==> config.mk <==
export PLATFORM = sky130hd
export DESIGN_NAME = button_debouncer
export DESIGN_NICKNAME = d
export VERILOG_FILES = /design/src/rtl/button_debouncer.sv
export SDC_FILE = /design/constraint.sdc
export NUM_CORES = 1
export LEC_CHECK = 0
export CORE_MARGIN = 4
export CORE_UTILIZATION = 46
export CTS_CLUSTER_DIAMETER = 60
export DETAILED_ROUTE_END_ITERATION = 16
export SYNTH_ARGS = -nofsm -noshare
export SYNTH_HDL_FRONTEND = slang
export SYNTH_SLANG_ARGS = --single-unit
export TNS_END_PERCENT = 50
==> constraint.sdc <==
create_clock -name clock -period 3 [get_ports clock]
set_input_delay 0.45 -clock clock [delete_from_list [all_inputs] [get_ports clock]]
set_output_delay 0.45 -clock clock [all_outputs]
set_load 0.03 [all_outputs]
==> src/rtl/button_debouncer.sv <==
// button_debouncer: per-channel synchroniser, tick-sampled stability filter and press/release/long-press pulses
module button_debouncer #(
  parameter int CHANNELS         = 3,
  parameter int TICK_DIV         = 8192,
  parameter int STABLE_SAMPLES   = 4,
  parameter int LONG_PRESS_TICKS = 1024,
  parameter bit ACTIVE_LOW_IN    = 1'b1
) (
  input  logic                clock,
  input  logic                reset,
  input  logic [CHANNELS-1:0] in,
  output logic [CHANNELS-1:0] level,
  output logic [CHANNELS-1:0] pressed,
  output logic [CHANNELS-1:0] released,
  output logic [CHANNELS-1:0] longPress,
  output logic                tick
);
  localparam int PW = TICK_DIV > 1 ? $clog2(TICK_DIV) : 1;
  localparam int CW = $clog2(STABLE_SAMPLES + 1);
  localparam int HW = LONG_PRESS_TICKS > 0 ? $clog2(LONG_PRESS_TICKS + 1) : 1;
  localparam logic [PW-1:0] LAST = PW'(TICK_DIV - 1);
  localparam logic [CW-1:0] SS = CW'(STABLE_SAMPLES);
  localparam logic [HW-1:0] LPT = HW'(LONG_PRESS_TICKS);
  localparam logic [CHANNELS-1:0] IDLE_IN = {CHANNELS{ACTIVE_LOW_IN}};
  typedef enum logic [1:0] {IDLE, RISING, HELD, FALLING} state_t;
  logic [PW-1:0] pre;
  logic [CHANNELS-1:0] meta, sync, s;
  always_ff @(posedge clock or negedge reset)
    if (!reset) begin
      meta <= IDLE_IN;
      sync <= IDLE_IN;
      pre  <= '0;
    end else begin
      meta <= in;
      sync <= meta;
      pre  <= pre == LAST ? '0 : pre + PW'(1);
    end
  assign s = sync ^ IDLE_IN;
  // gated by reset so a TICK_DIV of 1 still shows no strobe while held in reset
  assign tick = reset && pre == LAST;
  for (genvar i = 0; i < CHANNELS; i++) begin : g_ch
    state_t st;
    logic [CW-1:0] cnt, nxt;
    logic [HW-1:0] hold;
    logic fired, lvl, p, r, lp;
    // first differing sample counts as 1, so STABLE_SAMPLES==1 flips immediately
    assign nxt = (st == IDLE || st == HELD) ? CW'(1) : cnt + CW'(1);
    always_ff @(posedge clock or negedge reset)
      if (!reset) begin
        st    <= IDLE;
        cnt   <= '0;
        hold  <= '0;
        fired <= 1'b0;
        lvl   <= 1'b0;
        p     <= 1'b0;
        r     <= 1'b0;
        lp    <= 1'b0;
      end else begin
        p  <= 1'b0;
        r  <= 1'b0;
        lp <= 1'b0;
        if (tick)
          case (st)
            IDLE, RISING:
              if (!s[i]) begin
                st  <= IDLE;
                cnt <= '0;
              end else if (nxt >= SS) begin
                st   <= HELD;
                cnt  <= '0;
                hold <= '0;
                lvl  <= 1'b1;
                p    <= 1'b1;
              end else begin
                st  <= RISING;
                cnt <= nxt;
              end
            default:
              if (s[i]) begin
                st  <= HELD;
                cnt <= '0;
                if (st == HELD && hold != LPT) hold <= hold + HW'(1);
                if (LONG_PRESS_TICKS > 0 && st == HELD && !fired && hold == LPT - HW'(1)) begin
                  lp    <= 1'b1;
                  fired <= 1'b1;
                end
              end else if (nxt >= SS) begin
                st    <= IDLE;
                cnt   <= '0;
                hold  <= '0;
                fired <= 1'b0;
                lvl   <= 1'b0;
                r     <= 1'b1;
              end else begin
                st  <= FALLING;
                cnt <= nxt;
              end
          endcase
      end
    assign level[i]     = lvl;
    assign pressed[i]   = p;
    assign released[i]  = r;
    assign longPress[i] = lp;
  end
endmodule

After elaboration in Yosys (flattened, before gate mapping). Cells that the tools add are included.

Register bits: 82.

Add/subtract/negate cells: 7. Multiplexer cells: 100. Order comparisons: 3. Reduce and logical (&&, ||, !) cells: 34. Bitwise logic cells: 4. Equality and inequality tests: 28.

Operator list (number): $mux 11 (15); $mux 1 (54); $mux 3 (15); $add 11x1->11 const B (3); $eq 11x10->1 const B (3); $ne 11x11->1 const B (3); $mux 2 (15); $reduce_and 5->1 (3); $add 13x1->13 const B (1); $eq 13x13->1 const B (1); $mux 13 (1); $ne 2x1->1 const B (6); $ne 2x2->1 const B (6); $reduce_and 4->1 (3); $logic_and 1x1->1 (10); $add 3x1->3 const B (3); $ge 3x3->1 const B (3); $ne 3x1->1 const B (3); $reduce_and 3->1 (3); $eq 2x1->1 const B (3); $eq 2x2->1 const B (3); $logic_not 2->1 (3); $reduce_bool 2->1 (3); $reduce_or 2->1 (3); other kinds (4) (10).

Depth between registers and ports, before layout. Gate-level depths: netlist (run 1).

Word-level depth: 8. Depth in mapped cells: 8.

Least setup slack after synthesis (run 1). OpenSTA, ideal clock, no wires.

Path type: reg-to-output. From: register pre[0]. To: output tick. Data arrival time: 1.701 ns. Path buffers: 2. Path slack: 0.849 ns. Cell stages (with the launch flop): 7. Path through: dfrtp_1 -> ha_1 -> nand3_1 -> or4_4 -> buf_6 -> clkinv_4 -> buf_2.

Cells in the longest elaborated chain, start to end: 2.

Ends and longest elaborated chain: from (decl) (RTL line 26) `logic [PW-1:0] pre;`; from (signal assigned) (RTL line 36) `pre <= pre == LAST ? '0 : pre + PW'(1);`; $eq 13x13->1 (RTL line 40) `assign tick = reset && pre == LAST;`; $logic_and 1x1->1 (RTL line 40); to (decl) (RTL line 16) `output logic tick`.

Every way passes these cells.

Worst setup path after layout (run 1). Same ends and word-level chain as after synthesis.

==> results of run 1 <==
where the power goes:
| group | switching (mW) | internal (mW) | leakage, nW | total, mW |
|---|---|---|---|---|
| clock | 0.383 | 0.408 | 0.0966 | 0.792 |
| combinational | 0.0258 | 0.00761 | 0.841 | 0.0334 |
| sequential | 0.00615 | 1.11 | 1.06 | 1.12 |
| total | 0.415 | 1.53 | 2.00 | 1.94 |
area by class of cell:
class,count,area (um^2)
Clock inverter,4,51.30
Multi-Input combinational cell,291,1913
Clock buffer,12,145.1
Tap cell,108,135.1
Timing Repair Buffer,22,202.7
Fill cell,773,4269
Sequential cell,82,2059
Inverter,18,72.57
critical path, cell delays in order (launching register included):
cell and delay, ns:
dfrtp_1 0.39, ha_1 0.19, nand3_1 0.19, or4_4 0.77, clkinv_4 0.25, buf_4 0.20
flip-flops by register name, summed over array words and instances, names as in the netlist:
signal	flops
g_ch.cnt	9
g_ch.fired	3
g_ch.hold	33
g_ch.lp	3
g_ch.lvl	3
g_ch.p	3
g_ch.r	3
g_ch.st	6
meta	3
pre	13
sync	3
per-layer routing:
metal,wire (um),GRT usage,share of wire
met3,337,0.04159,0.041
met1,4047,0.2201,0.49
met5,0,0,0
met4,84,0.05223,0.010
met2,3818,0.2600,0.46
logic make-up (layout without fill, tap and decap cells):
logic type	Yosys count	count (layout)
XOR/XNOR	15	15
multiplexers	2	2
buffers and inverters	53	56
AO/OA/AOI/OAI	109	109
AND/OR/NAND/NOR	155	155
adder cells (fa/ha/maj)	10	10
flip-flops	82	82
worst min path at each step:
| stage | start | endpoint | slack [ns] | depth (start not counted) |
|---|---|---|---|---|
| CTS | reset | pre[5] | 0.17 | 2 |
| global route | reset | g_ch[1].cnt[1] | 0.18 | 2 |
| global placement | meta[1] | sync[1] | 0.35 | 0 |
| finish | reset | g_ch[1].hold[0] | 0.16 | 2 |
| detailed placement | meta[1] | sync[1] | 0.35 | 0 |
| floorplan | reset | g_ch[0].cnt[0] | 0.15 | 0 |
metrics by stage:
stage                     area [um^2]  setup slack [ns]  utilization  power [mW]
after floorplan                  4250            0.8488            -       1.142
after global placement           4383            0.5332       0.4953       1.175
after detailed placement         4383            0.4906       0.4953       1.176
after CTS                        4579            0.1793       0.5175       1.971
after global routing             4579           0.04101       0.5175       2.031
final                            4579            0.2005       0.5175       1.943
cells in the final DEF (no fill, tap or decap), types with 3 or more instances in the layout:
master           count
o21ai_1              3
and3_1              11
o31ai_1             14
a221o_1              6
xnor2_1              6
nor3b_1              4
a21boi_0             3
nand3_1             19
nand4_1             15
dfstp_2              6
xor2_1               9
nand2b_1             4
a211o_1              3
a21oi_1             11
nor2b_1              5
clkbuf_8            10
nor2_1              21
dfrtp_1             76
buf_4                7
nor3_1               6
o21ai_0             17
or3_1                3
a31oi_1             12
nor4_1               8
nand2_1             37
o211a_1              3
o31a_1               3
ha_1                10
a41oi_1             17
clkdlybuf4s50_1     15
inv_1               17
and2_1               9
synth_stat cells (all sizes together), types with 3 or more instances:
cell / n
nor2b: 5
a21boi: 3
nand2: 37
or3: 3
nand4: 16
inv: 17
o31a: 3
and2: 9
clkbuf: 16
buf: 19
nor3b: 4
ha: 10
xnor2: 6
xor2: 9
and3: 11
o211a: 3
a41oi: 17
nor2: 22
nand3: 19
a211o: 3
o21ai: 21
nor4: 8
a21oi: 12
nor3: 8
a31oi: 12
o31ai: 14
dfstp: 6
or4: 4
a221o: 6
nand2b: 4
dfrtp: 76
==> results.toml, run 1 <==
[status]
status = "finished, final reports clean"

[synthesis]
synth_xor_area_frac = 0.03091
synth_top_family_by_area = "simple AND/OR/NAND/NOR gates"
synth.area.top_cells = "dfrtp_1 (45%), dfstp_2 (3.7%), a41oi_1 (3.5%)"
yosysWarnings = 0
synth-adder-area-share = 0.02944
ys.flop_type = "dfrtp_1"
yosysSeqAreaShare = 0.4845
synth_cells = 426
synth_top_cell_by_area = "dfrtp_1"
netlist.area_leader.share = 0.4475
synth_nets = 441
async_flop_share = 1.000
synth_area_um2 = 4250
synth_cell_types = 58
avgSynthCellArea_um2 = 9.977
synth_edf_count = 0
synth_compound_area_frac = 0.1866
synth_seq_cells = 82
synth-simple-area-share = 0.1966
synthMuxAreaShare = 0.005299

[sta]
grt_setup_unrepaired = "false"
setup_viol = 0
skew_ns = 0.01330
worstMarginPinSlew_ns = 0.9569
hold_viol = 0
period_share = 0.9332
fmax_mhz = 357.2
maxSlewViolCount = 0
tns_ns = 0
holdWs_ns = 0.1614
post-route-min-period_ns = 2.800
relSlewSlack = 0.3591

[worst_setup_path]
cp-endpoint = "tick"
reg2reg_from = "pre[0]"
rr_endpoint = "g_ch[2].hold[3]"
arrival_ns = 2.35
r2r_setup_slack_ns = 0.49
cp-end-kind = "output pin"
r2r_cells = 6
crit_path_start_kind = "flop"
crit_type = "reg -> out"
cp-startpoint = "pre[0]"
worst_ep_required_time_ns = 2.55
worstPathMaxFanout = 28

[clock_tree]
cts_resized = 0
cts_root_buf = "clkbuf_8"
cts_hold_buffers = 0
clkSlewWorstSetupHoldPaths_ns = 0.09
cts_inserted_buffers = 9
clk-insertion-delay-late_ns = 0.35
numClockSinks = 82
clockBufferDepth = 2
h-tree-depth = 3
postCtsSetupRepairBufs = 0
cts_tree = "built"

[finish]
layout.cells.non_filler = 537
n_antenna_cell = 0
syn_to_final_growth_pct = 7.742
drive_gt1_frac = 0.09324
nets = 439

[pwr]
power_density_nw_per_um2 = 424.3
p_leak_nw = 2.001
peakVddDrop_v = 0.0002619

[floorplan]
coreArea_um2 = 8848
num_rows = 34
die_h_um = 104.1
pin_count = 18
dieArea_um2 = 10840
start_util = 0.4803
die-width_um = 104.1

[detailed_routing]
ant_nets = 0
wl_mm = 8.288
vias_per_cell = 5.905
avgRoutedWirePerCell_um = 15.43
drt_iter0_markers = 168
firstDrtPassIters = 4
vias = 3171
drc = 0

[grt]
grt_max_degree = 54
grt_overflow = 0
grt_pass1_wl_mm = 14.88
grtUsageTotal = 0.1638
antenna_found_initial = 0
grt_pass1_vias = 3109

[placed_design]
gp_congestion = 0.7886
io_buffers = 17
dp_hpwl_mm = 5.616
dp.cells = 521

[min_path]
min_path_type = "in -> async"

[flow_run]
maxCapViolCount = 0
Note: power is estimated with default switching activity, not from simulation.
==> run 2, diff against run 1 <==
- CORE_UTILIZATION: 46 -> 30
- PLACE_DENSITY: unset -> 0.5
==> results.toml, run 2 (same netlist as run 1, synthesis figures left out) <==
[status]
status = "finished, final reports clean"

[sta]
maxSlewViolCount = 0
grt_setup_unrepaired = "false"
setup_viol = 0
hold_viol = 0
worst_slack_ns = 0.1720
worstMarginPinSlew_ns = 0.9931
fmax_mhz = 353.6
post-route-min-period_ns = 2.828
tns_ns = 0
holdWs_ns = 0.1553
skew_ns = 0.007638
relSlewSlack = 0.3348
period_share = 0.9427

[grt]
grtUsageTotal = 0.1188
grt_overflow = 0
grt_max_degree = 47
grt_pass1_wl_mm = 15.61
grt_pass1_vias = 3166
antenna_found_initial = 0

[worst_setup_path]
worst_ep_required_time_ns = 2.55
cp-startpoint = "pre[0]"
cp-end-kind = "output pin"
worstPathMaxFanout = 28
crit_chain = "ha_1 -> nand3_1 -> or4_4 -> clkinv_4 -> buf_4"
crit_path_max_incr_delay_ns = 0.77
rr_endpoint = "g_ch[2].hold[5]"
cp-endpoint = "tick"
r2r_cells = 6
arrival_ns = 2.38
crit_type = "reg -> out"
reg2reg_from = "pre[0]"
r2r_setup_slack_ns = 0.47
crit_path_start_kind = "flop"
cp_slowest_cell = "or4_4"

[placed_design]
dp_slack_ns = 0.4501
dp.cells = 593
placed_area_um2 = 4473
gp_congestion = 0.8341
dp_hpwl_mm = 5.958
io_buffers = 17

[clock_tree]
cts_hold_buffers = 0
cts_inserted_buffers = 9
cts_resized = 0
h-tree-depth = 3
cts_tree = "built"
cts_root_buf = "clkbuf_16"
clkSlewWorstSetupHoldPaths_ns = 0.06
postCtsSetupRepairBufs = 0
clk-insertion-delay-late_ns = 0.35
clockBufferDepth = 2
numClockSinks = 82

[detailed_routing]
vias = 3206
drc = 0
ant_nets = 0
wl_mm = 8.995
firstDrtPassIters = 4
vias_per_cell = 5.264
drt_iter0_markers = 244
avgRoutedWirePerCell_um = 14.77

[finish]
regMostFlops = "g_ch.hold"
drive_gt1_frac = 0.09790
nets = 439
n_antenna_cell = 0
syn_to_final_growth_pct = 12.54
layout.cells.most_common_list = "dfrtp_1 (76), nand2_1 (37), nor2_1 (21)"
largest_register_ff_count = 33
final_common_cell = "dfrtp_1"
layout.cells.non_filler = 609
largestRegisters = "g_ch.hold: 33 flops, pre: 13 flops, g_ch.cnt: 9 flops"
utilization = 0.3446
final_area_um2 = 4783

[floorplan]
die-width_um = 127.0
pin_count = 18
coreArea_um2 = 13880
dieArea_um2 = 16140
start_util = 0.3062
die_h_um = 127.0
num_rows = 43

[pwr]
p_leak_nw = 2.051
peakVddDrop_v = 0.0002695
p_total_mw = 2.305
power_density_nw_per_um2 = 481.9

[min_path]
min_path_type = "in -> async"

[flow_run]
maxCapViolCount = 0
==> run 2: power breakdown <==
part / switching (mW) / total, mW / internal [mW]
Sequential: 0.00617 / 1.12 / 1.11
Combinational: 0.0255 / 0.0330 / 0.00756
Clock: 0.477 / 1.15 / 0.676
==> run 2: worst min path at each step <==
stage	start	end
after floorplan	reset	g_ch[0].cnt[0]
after global placement	meta[1]	sync[1]
after global routing	reset	pre[12]
final	reset	pre[12]
after detailed placement	meta[1]	sync[1]
after CTS	reset	g_ch[1].hold[5]
==> run 2: critical path: cells and delay by family (launching register included) <==
family | cells | cell delay [ns]
adder cells (fa/ha/maj) | 1 | 0.20
AND/OR/NAND/NOR | 2 | 0.97
flip-flops | 1 | 0.38
buffers and inverters | 2 | 0.47
==> run 2: layout make-up <==
cell class	count	area, um^2
fill	1419	9097
sequential	82	2059
multi-input combinational	291	1913
clock buffer	10	239.0
tap	180	225.2
timing repair buffer	22	202.7
inverter	18	72.57
clock inverter	6	71.32
==> run 2: per-layer routing <==
layer,GRT usage,part of all wire,vias to the layer above
met5,0,0,-
met1,0.1588,0.49,1558
met2,0.1759,0.45,59
met3,0.04682,0.044,14
met4,0.04038,0.018,0
li1,-,-,1575
